## src/rtl/gray_arb_pkg.sv

```systemverilog
// rtl/gray_arb_pkg.sv - state encoding and shared constants for gray_step_arbiter
package gray_arb_pkg;

    localparam int GRAY_W_DEFAULT = 3;

    // Last code of a reflected gray sequence: MSB set, all other bits clear.
    localparam logic [GRAY_W_DEFAULT-1:0] GRAY_LAST_CODE = {1'b1, {(GRAY_W_DEFAULT-1){1'b0}}};

    typedef enum logic [2:0] {
        IDLE   = 3'd0,
        CLR    = 3'd1,
        RUN    = 3'd2,
        SETTLE = 3'd3,
        DONE   = 3'd4
    } arb_state_t;

    function automatic logic [1:0] idx_onehot(input logic idx);
        return idx ? 2'b10 : 2'b01;
    endfunction

endpackage

```

## src/rtl/gray_rr_pick.sv

```systemverilog
// rtl/gray_rr_pick.sv - combinational 2-way picker, round-robin or fixed priority (GRAY_ARB_FIXED_PRIO_EN)
module gray_rr_pick (
    input  logic [1:0] req,
    input  logic       ptr,
    output logic [1:0] pick
);

`ifdef GRAY_ARB_FIXED_PRIO_EN
    logic unused_ptr;
    assign unused_ptr = ptr;

    always_comb begin
        pick = 2'b00;
        if (req[0]) begin
            pick = 2'b01;
        end else if (req[1]) begin
            pick = 2'b10;
        end
    end
`else
    // A lone or absent request passes straight through; only a tie consults the pointer.
    always_comb begin
        pick = req;
        if (req == 2'b11) begin
            pick = ptr ? 2'b10 : 2'b01;
        end
    end
`endif

endmodule

```

## src/rtl/gray_step_arbiter.sv

```systemverilog
// rtl/gray_step_arbiter.sv - shares one gray counter between two step-count requesters (option: GRAY_ARB_FIXED_PRIO_EN)
module gray_step_arbiter
    import gray_arb_pkg::*;
#(
    parameter int GRAY_W = GRAY_W_DEFAULT,
    parameter int STEP_W = 4
) (
    input  logic              Clk,
    input  logic              Reset,
    input  logic [1:0]        Req,
    input  logic [1:0]        ClrFirst,
    input  logic [STEP_W-1:0] Steps0,
    input  logic [STEP_W-1:0] Steps1,
    output logic [1:0]        Gnt,
    output logic [1:0]        Done,
    output logic [STEP_W-1:0] Wraps,
    output logic [GRAY_W-1:0] ResultGray,
    output logic              OvfSeen,
    output logic              CntEn,
    output logic              CntClr,
    input  logic [GRAY_W-1:0] CntValue,
    input  logic              CntOverflow
);

    localparam logic [GRAY_W-1:0] LAST_CODE = {1'b1, {(GRAY_W-1){1'b0}}};

    arb_state_t        state, state_nxt;
    logic [1:0]        pick;
    logic              pick_idx;
    logic [STEP_W-1:0] pick_steps;
    logic              winner;
    logic [STEP_W-1:0] remaining;
    logic [STEP_W-1:0] wrap_cnt;
    logic [GRAY_W-1:0] result_q;
    logic              ovf;
    logic              ptr;

    assign pick_idx   = pick[1];
    assign pick_steps = pick_idx ? Steps1 : Steps0;

    gray_rr_pick u_pick (
        .req  (Req),
        .ptr  (ptr),
        .pick (pick)
    );

`ifdef GRAY_ARB_FIXED_PRIO_EN
    assign ptr = 1'b0;
`else
    always_ff @(posedge Clk or negedge Reset) begin
        if (!Reset) begin
            ptr <= 1'b0;
        end else if (state == DONE) begin
            ptr <= ~winner;
        end
    end
`endif

    always_ff @(posedge Clk or negedge Reset) begin
        if (!Reset) begin
            state <= IDLE;
        end else begin
            state <= state_nxt;
        end
    end

    always_comb begin
        state_nxt = state;
        case (state)
            IDLE: begin
                if (|pick) begin
                    if (ClrFirst[pick_idx]) begin
                        state_nxt = CLR;
                    end else if (pick_steps != '0) begin
                        state_nxt = RUN;
                    end else begin
                        state_nxt = SETTLE;
                    end
                end
            end
            CLR:     state_nxt = (remaining != '0) ? RUN : SETTLE;
            RUN:     if (remaining == STEP_W'(1)) state_nxt = SETTLE;
            SETTLE:  state_nxt = DONE;
            DONE:    state_nxt = IDLE;
            default: state_nxt = IDLE;
        endcase
    end

    // Job datapath: latched request, remaining steps, wrap count and sticky overflow.
    always_ff @(posedge Clk or negedge Reset) begin
        if (!Reset) begin
            winner    <= 1'b0;
            remaining <= '0;
            wrap_cnt  <= '0;
            result_q  <= '0;
            ovf       <= 1'b0;
        end else begin
            case (state)
                IDLE: begin
                    if (|pick) begin
                        winner    <= pick_idx;
                        remaining <= pick_steps;
                        wrap_cnt  <= '0;
                        ovf       <= 1'b0;
                    end
                end
                CLR: ovf <= ovf | CntOverflow;
                RUN: begin
                    remaining <= remaining - STEP_W'(1);
                    ovf       <= ovf | CntOverflow;
                    if (CntValue == LAST_CODE && wrap_cnt != '1) begin
                        wrap_cnt <= wrap_cnt + STEP_W'(1);
                    end
                end
                SETTLE: begin
                    ovf      <= ovf | CntOverflow;
                    result_q <= CntValue;
                end
                default: ;
            endcase
        end
    end

    always_comb begin
        Gnt        = 2'b00;
        Done       = 2'b00;
        CntEn      = 1'b0;
        CntClr     = 1'b0;
        Wraps      = '0;
        ResultGray = '0;
        OvfSeen    = 1'b0;
        if (state != IDLE) begin
            Gnt = idx_onehot(winner);
        end
        case (state)
            CLR: CntClr = 1'b1;
            RUN: CntEn  = 1'b1;
            DONE: begin
                Done       = idx_onehot(winner);
                Wraps      = wrap_cnt;
                ResultGray = result_q;
                OvfSeen    = ovf;
            end
            default: ;
        endcase
    end

endmodule

```

## config.mk

```make
export PLATFORM = sky130hd
export DESIGN_NAME = gray_step_arbiter
export DESIGN_NICKNAME = d
export VERILOG_FILES = /design/src/rtl/gray_arb_pkg.sv /design/src/rtl/gray_rr_pick.sv /design/src/rtl/gray_step_arbiter.sv
export SDC_FILE = /design/constraint.sdc
export NUM_CORES = 1
export LEC_CHECK = 0
export BUFFER_PORTS_ARGS = -buffer_cell sky130_fd_sc_hd__buf_2
export CORE_MARGIN = 1
export CORE_UTILIZATION = 50
export DETAILED_ROUTE_END_ITERATION = 10
export HOLD_SLACK_MARGIN = 0.05
export MAX_ROUTING_LAYER = met4
export PLACE_DENSITY = 0.87
export SYNTH_ARGS = -nofsm -noshare
export SYNTH_HDL_FRONTEND = slang
export SYNTH_HIERARCHICAL = 1
export SYNTH_SLANG_ARGS = --single-unit
```

## constraint.sdc

```tcl
create_clock -name Clk -period 3.4 [get_ports Clk]
set_clock_uncertainty 0.2 [all_clocks]
set_input_delay 0.17 -clock Clk [delete_from_list [all_inputs] [get_ports Clk]]
set_output_delay 0.17 -clock Clk [all_outputs]
set_load 0.05 [all_outputs]
```

# [Word level (Yosys, flattened, before mapping)]
# Index checks and enable logic that the tools add are counted.
[word_totals] register_bits=17 latchBits=0 mem_bits_rw=0 rom_bits=0 input_bits=18 output_inout_bits=14 n_memories=0
[op_classes] add_sub_neg=2 n_mul=0 div_mod_pow=0 n_lt_le_gt_ge=1 n_eq_ne=11 n_shift=0 muxes=26 bitwise_logic=2 reduce_logical=14
[ops] operator="$mux 4" n=5
[ops] operator="$pmux 4 s2" n=2
[ops] operator="$mux 2" n=6
[ops] operator="$pmux 3 s4" n=1
[ops] operator="$mux 3" n=3
[ops] operator="$mux 1" n=8
[ops] operator="$reduce_and 2->1" n=4
[ops] operator="$reduce_bool 4->1" n=2
[ops] operator="$eq 3x2->1 const B" n=2
[ops] operator="$eq 3x3->1 const B" n=2
[ops] operator="$ne 2x2->1 const B" n=3
[ops] operator="$add 4x1->4 const B" n=1
[ops] operator="$eq 4x1->1 const B" n=1
[ops] operator="$ne 4x4->1 const B" n=1
[ops] operator="$reduce_bool 2->1" n=2
[ops] operator="$sub 4x1->4 const B" n=1
[ops] operator="$eq 3x1->1 const B" n=1
[ops] operator="$logic_not 3->1" n=1
[ops] operator="$reduce_and 3->1" n=1
[ops] operator="$reduce_bool 3->1" n=1
[ops] operator="$reduce_or 3->1" n=1
[ops] operator="$eq 2x2->1 const B" n=1
[ops] operator="$lt 1x2->1 const B" n=1
[ops] operator="$pmux 1 s2" n=1
[ops] operator="other kinds (4)" n=4

# [Depth between registers and ports, before layout]
# Gate-level depths: netlist (run 1).
[logic_depth] ltp_word=8 ltp_mapped=7 ltp_nobuf=6

# [By module]
# Netlist (run 1), hierarchy kept.
[by_module_without_submodules] mod="gray_step_arbiter" instances=1 cells_each=110 area_each_um2=1041.0 seq_area_each_um2=425.4
[by_module_without_submodules] mod="gray_rr_pick" instances=1 cells_each=3 area_each_um2=18.8 seq_area_each_um2=0.0

# [Least setup slack after synthesis (run 1)]
# OpenSTA, ideal clock, no wires.
[synth_timing] path_type="register to output" startpoint="register state[2]" endpoint="output CntClr" arrival_ns=1.707 t_required_ns=3.030 path_slack_ns=1.323 path_stages_with_launch=4 path_buffers=2 cell_sequence="dfrtp_1 > buf_2 > clkbuf_1 > nor3_1"
[synth_between] elab_chain_len=2
[synth_lines] element="start: declaration" line_no="gray_step_arbiter.sv:27" text="arb_state_t state, state_nxt;"
[synth_lines] element="start signal: assignment" line_no="gray_step_arbiter.sv:63" text="state <= state_nxt;"
[synth_lines] element="$eq 3x1->1" line_no="gray_step_arbiter.sv:135" text="case (state)"
[synth_lines] element="$mux 1" line_no="gray_step_arbiter.sv:135"
[synth_lines] element="end: declaration" line_no="gray_step_arbiter.sv:20" text="output logic CntClr,"
# No other way between the ends.

# [Final worst setup path (run 1)]
[layout_timing] startpoint="register state[1]" endpoint="output Done[0]"
[layout_between] elab_chain_len=2
[layout_lines] element="$eq 3x3->1" line_no="gray_step_arbiter.sv:135"
[layout_lines] element="$mux 2" line_no="gray_step_arbiter.sv:135"
[layout_lines] element="end: declaration" line_no="gray_step_arbiter.sv:15" text="output logic [1:0] Done,"
# No other way between the ends.

==> results of run 1 <==
[layer usage]
layer	routed length, µm	share of wire
met1	1130	0.45
met2	1270	0.51
met3	96	0.038
met4	17	0.0068
met5	0	0
[state kept, by name, indices dropped and copies added (netlist names)]
signal / count
remaining: 4
wrap_cnt: 4
result_q: 3
state: 3
ovf: 1
ptr: 1
winner: 1
[through the flow]
step | util | instances | setup slack [ns] | hold WS [ns]
floorplan | - | 113 | 1.32 | -0.326
global placement | 0.612 | 165 | 1.43 | -0.0856
detailed placement | 0.612 | 165 | 1.31 | -0.0830
CTS | 0.661 | 176 | 1.16 | 0.0533
global route | 0.661 | 176 | 0.946 | 0.0780
finish | 0.661 | 176 | 1.15 | 0.0577
[path summary, 6_finish.rpt]
kind                                       endpoint  slack [ns]  cells after the start
max in group asynchronous   result_q[0]$_DFFE_PN0P_        2.60                      2
hold reg to reg             result_q[1]$_DFFE_PN0P_        0.31                      1
hold / removal                 state[1]$_DFFE_PN0P_        0.06                      4
setup / recovery                            Done[0]        1.15                      4
setup reg to reg           remaining[3]$_DFFE_PN0P_        1.30                      5
min in group asynchronous           ovf$_DFFE_PN0P_        0.12                      2
[cells in the mapped netlist (all sizes together)]
master and count:
buf 3, mux2i 3, a211oi 2, mux2 3, o22ai 1, a221oi 1, or4 2, nor2 7
nor4bb 1, a22o 1, clkbuf 3, a21oi 3, a31o 2, nor4 1, o32ai 2, a211o 1
ha 4, nor2b 3, o21ai 7, nor3b 1, dfrtp 17, nand4 1, o41ai 1, or3b 1
a31oi 2, nand2 5, o31a 1, a21boi 2, inv 8, and3 10, xor2 2, and3b 1
clkinv 1, a21o 1, nand3 5, nor3 4
[kinds of logic (layout without fill, tap and decap cells)]
logic type | count (synthesis) | count (layout) | share of synthesized area
flops | 17 | 17 | 0.401
xor+xnor | 2 | 2 | 0.0165
compound gates | 27 | 27 | 0.178
mux | 6 | 6 | 0.0602
simple gates | 42 | 42 | 0.231
buf+inv | 15 | 51 | 0.0649
fa+ha+maj | 4 | 4 | 0.0472
[report_power, final]
part           total, mW  internal [mW]  switching (mW)
Clock              0.112         0.0457          0.0667
Sequential         0.400          0.291           0.109
Combinational      0.568          0.210           0.358
Total               1.08          0.546           0.534
[critical path: stages, from the launching register on]
cell,delay [ns]
dfrtp_1,0.49
nor2_1,0.52
nand2_1,0.15
nor2_1,0.14
buf_2,0.28
[timing repair]
action	4_1_cts	5_1_grt
gates resized for setup	0	0
hold buffers	7	0
endpoints found under the hold margin	23	0
[cell type report]
class,count,share of cell area
inverter,9,0.0258
multi-input combinational,81,0.432
sequential,17,0.325
clock buffer,4,0.0201
tap,27,0.0258
timing repair buffer,38,0.172
==> metrics.txt, run 1 <==
final net count=172; synthesized instance count=113; synthesized area=1060 µm²; Critical Path Sink Type=output pin; Die Wd=48.0 µm; H-tree Lvls=1; # fillers=160; DIE AREA=2310 µm²; GRT Util Overall=0.244; Multi-input gate area=566 µm²; max frequency=0.445 GHz; CP Launch Type=register; Post-DP HPWL=1.83 mm; Synth Register Bits=17; most frequent cells in the layout=buf_2, dfrtp_1, and3_1; status=finished, final reports clean; worst hold path class=primary input to register; CP Data Required Time=3.03 ns; Ys Warns=6; actual slew at the worst max-slew pin=0.820 ns; Tcrit/Tclk final=0.662; Die Ht=48.0 µm; P&R area growth vs syn=23.6%; layout cells sized above 1=0.282; Final setup viols=0; Crit path arrival time=1.88 ns; Reg-to-Reg Start=ptr$_DFFE_PN0N_; Final ANT Viol Nets=0; register area=425 µm²; CTS Buf Count=3; max cap viols=0; drt first pass iters=4; share of the synthesized area in the top cell type=0.401; Worst Min Path Start=ClrFirst[1]; met1 Usage GRT=0.305; clk root buf=clkbuf_4; Slew Viols, Final=0; post-layout power=1.08 mW; largest net degree at the start of global routing=19; PortBufs=31; IO Count=32; worst-skew pair later-pin latency=0.29 ns; RSZ-0062 raised after global routing=no; PwrDens=825 nW/µm²; min cycle time layout=2.25 ns; Hold Vio Cnt, Final=0; grt ovf=0; GRT Max-Usage Layer=met2; initial core utilization=0.535; Net Count, Synth=135; vias in the first global route=869; Yosys top cell by area=dfrtp_1; CP startpoint=state[1]$_DFFE_PN0P_; cell row count=16; Ant. Diodes=0; clock-pin slew of the registers on the worst-case setup and hold paths=0.10 ns; initial antenna violation count=0; CTS tree=done; Wirelength per Cell=14.3 µm; Placed Instance Area=1210 µm²; critical path peak fanout=12; CTS Sinks=17; main area contributors after synthesis=dfrtp_1, and3_1, ha_1; post-synthesis sequential area ratio=0.401; WS Path Type=register to output pin; # Post-CTS Setup Buffers=0; grt met3 use=0.0340; initial drt markers=17; Longest Clk Path Bufs=2; Max transition margin=0.452; M2 GR Usage=0.411; synth unique cells=42; commonest non-fill, non-tap cell in the layout=buf_2; total wire length=2.51 mm; Leak=0.667 nW; Sum Neg Setup Slack=0 ns; post-route cell area=1310 µm²; global-route wire length before repair=3.74 mm; final routed DRC violation total=0; vias per cell=5.61; syn avg cell area=9.38 µm²; Vias=988; area of the core=1980 µm²; maximum VDD drop=0.000630 V; final RePlAce weighted congestion=0.847
No activity file was read; power rests on OpenSTA's default activity.
==> inputs of run 2 (changes only) <==
--- a/config.mk
+++ b/config.mk
@@ -7,11 +7,11 @@
 export LEC_CHECK = 0
 export BUFFER_PORTS_ARGS = -buffer_cell sky130_fd_sc_hd__buf_2
 export CORE_MARGIN = 1
-export CORE_UTILIZATION = 50
+export CORE_UTILIZATION = 45
 export DETAILED_ROUTE_END_ITERATION = 10
 export HOLD_SLACK_MARGIN = 0.05
 export MAX_ROUTING_LAYER = met4
-export PLACE_DENSITY = 0.87
+export PLACE_DENSITY = 0.83
 export SYNTH_ARGS = -nofsm -noshare
 export SYNTH_HDL_FRONTEND = slang
 export SYNTH_HIERARCHICAL = 1
==> constraint.sdc (replaced) <==
create_clock -name Clk -period 1.83 [get_ports Clk]
set_clock_uncertainty 0.2 [all_clocks]
set_input_delay 0.0915 -clock Clk [delete_from_list [all_inputs] [get_ports Clk]]
set_output_delay 0.0915 -clock Clk [all_outputs]
set_load 0.05 [all_outputs]
==> run 2 against run 1 <==
  * Setup slack got worse by 1.1 ns
  * Hold slack got worse by 0.017 ns
  * Total power rose by 110%
  * Die area rose by 11%
  * Register-to-register slack got worse by 1.3 ns
  * Core utilization rose by 5.7 points
  * Routed wire length rose by 18%
  * Clock power rose by 88%
  * First-iteration DRC count rose to 2.8 times the previous value
  * Critical path depth rose by 1
  * Non-clock buffer count rose by 17
  * Sequential share of layout area fell by 5.7 points
  * Largest power group unchanged
==> metrics.txt, run 2 (synthesized netlist as in run 1, its figures left out) <==
initial antenna violation count=0 (unchanged); final net count=189 (was 172); Die Ht=50.5 µm (was 48.0 µm); Leak=0.768 nW (was 0.667 nW); Longest Clk Path Bufs=2 (unchanged); vias in the first global route=1018 (was 869); Crit path arrival time=1.51 ns (was 1.88 ns); post-layout power=2.32 mW (was 1.08 mW); GRT Util Overall=0.266 (was 0.244); worst-skew pair later-pin latency=0.30 ns (was 0.29 ns); final RePlAce weighted congestion=0.805 (was 0.847); register area=425 µm² (unchanged); r2r setup slk=0.04 ns (was 1.30 ns); Vias=1113 (was 988); cell row count=17 (was 16); DP Worst Slack=0.0795 ns (was 1.31 ns); P&R area growth vs syn=49.9% (was 23.6%); CTS Buf Count=3 (unchanged); # fillers=168 (was 160); CTS tree=done (unchanged); Final setup viols=0 (unchanged); clock-pin slew of the registers on the worst-case setup and hold paths=0.11 ns (was 0.10 ns); met1 Usage GRT=0.368 (was 0.305); grt ovf=0 (unchanged); CP Launch Type=register (unchanged); vias per cell=5.74 (was 5.61); Multi-input gate area=616 µm² (was 566 µm²); largest net degree at the start of global routing=18 (was 19); M2 GR Usage=0.409 (was 0.411); min cycle time layout=1.80 ns; Max transition margin=0.726 (was 0.452); WS Path Type=register to output pin (unchanged); DIE AREA=2550 µm² (was 2310 µm²); Critical Path Sink Type=output pin (unchanged); most frequent cells in the layout=buf_2, dfrtp_1, dlygate4sd3_1 (was buf_2, dfrtp_1, and3_1); drt first pass iters=4 (unchanged); CP Data Required Time=1.54 ns (was 3.03 ns); clk root buf=clkbuf_4 (unchanged); CTS Sinks=17 (unchanged); initial drt markers=47 (was 17); grt met3 use=0.0182 (was 0.0340); global-route wire length before repair=4.87 mm (was 3.74 mm); H-tree Lvls=1 (unchanged); IO Count=32 (unchanged); Wirelength per Cell=15.2 µm (was 14.3 µm); Final ANT Viol Nets=0 (unchanged); final routed DRC violation total=0 (unchanged); Reg-to-Reg Start=state[2]$_DFFE_PN0P_ (was ptr$_DFFE_PN0N_); PortBufs=31 (unchanged); maximum VDD drop=0.00120 V (was 0.000630 V); worst hold path class=primary input to async pin (was primary input to register); GRT Max-Usage Layer=met2 (unchanged); Ant. Diodes=0 (unchanged); area of the core=2210 µm² (was 1980 µm²); Die Wd=50.5 µm (was 48.0 µm); Setup WS post-layout=0.0315 ns (was 1.15 ns); actual slew at the worst max-slew pin=0.411 ns (was 0.820 ns); Tcrit/Tclk final=0.983; max frequency=0.556 GHz; largest registers=remaining: 4 flops, wrap_cnt: 4 flops (unchanged); RSZ-0062 raised after global routing=yes (was no); max cap viols=0 (unchanged); critical path peak fanout=17 (was 12); initial core utilization=0.479 (was 0.535); status=finished, final reports clean (unchanged); # Post-CTS Setup Buffers=0 (unchanged); layout cells sized above 1=0.361 (was 0.282); Slew Viols, Final=0 (unchanged); Post-DP HPWL=1.90 mm (was 1.83 mm); R2R cell count=4 (was 5); commonest non-fill, non-tap cell in the layout=buf_2 (unchanged); FF-to-FF End=remaining[3]$_DFFE_PN0P_ (unchanged); total wire length=2.95 mm (was 2.51 mm); PwrDens=1460 nW/µm² (was 825 nW/µm²); Hold Vio Cnt, Final=0 (unchanged)
==> run 2: cell types whose count changed in the layout (fill, tap and decap cells not counted), sizes merged <==
cell	delta
dlygate4sd3	+8
buf	+9
clkinv	+1
clkbuf	-1
==> run 2: worst max-delay path by stage <==
stage | from | endpoint | slack, ns | cells past startpoint
floorplan | state[2]$_DFFE_PN0P_ | remaining[3]$_DFFE_PN0P_ | 0.02 | 5
global placement | state[2]$_DFFE_PN0P_ | remaining[3]$_DFFE_PN0P_ | 0.13 | 4
detailed placement | state[2]$_DFFE_PN0P_ | remaining[3]$_DFFE_PN0P_ | 0.08 | 4
CTS | state[1]$_DFFE_PN0P_ | ResultGray[2] | 0.008 | 5
global route | state[1]$_DFFE_PN0P_ | Wraps[3] | -0.04 | 5
finish | state[2]$_DFFE_PN0P_ | Gnt[0] | 0.03 | 5
==> run 2: final cells by class <==
cell class / instances / area share
flip-flops and latches: 17 / 0.268
clock buffers: 3 / 0.0142
multi-input cells: 81 / 0.387
inverters: 9 / 0.0220
clock inverters: 1 / 0.00315
repair buffers: 55 / 0.283
well taps: 28 / 0.0220
==> run 2: what timing repair did <==
item,CTS,global route
gates resized for setup,12,23
setup endpoints to repair,11,35
hold endpoints to repair,30,1
gates cloned,0,1
hold buffers,15,1
==> run 2: worst max-delay path: stages, from the launching register on <==
cell and delay (ns):
dfrtp_1 0.40, buf_4 0.20, nor3_4 0.20, buf_4 0.17
nor2_1 0.03, buf_2 0.20
==> run 2: per-stage QoR <==
step | TNS [ns] | instance area, µm² | util | cells | hold slack (ns)
floorplan | 0 | 1070 | - | 113 | -0.404
global placement | 0 | 1280 | 0.579 | 174 | -0.166
detailed placement | 0 | 1280 | 0.579 | 174 | -0.162
CTS | 0 | 1500 | 0.676 | 193 | 0.0585
global route | -0.148 | 1590 | 0.718 | 194 | 0.0717
finish | 0 | 1590 | 0.718 | 194 | 0.0406
==> run 2: report_power, final <==
group	internal [mW]	leakage [nW]	switching, mW	total, mW
Combinational	0.590	0.542	0.841	1.43
Clock	0.0814	0.0177	0.129	0.210
Sequential	0.541	0.208	0.137	0.678
Total	1.21	0.768	1.11	2.32
==> run 2: metal layers <==
metal | share of wire | vias to the layer above
li1 | - | 527
met1 | 0.45 | 528
met2 | 0.48 | 48
met5 | 0 | -
met3 | 0.052 | 10
met4 | 0.020 | 0
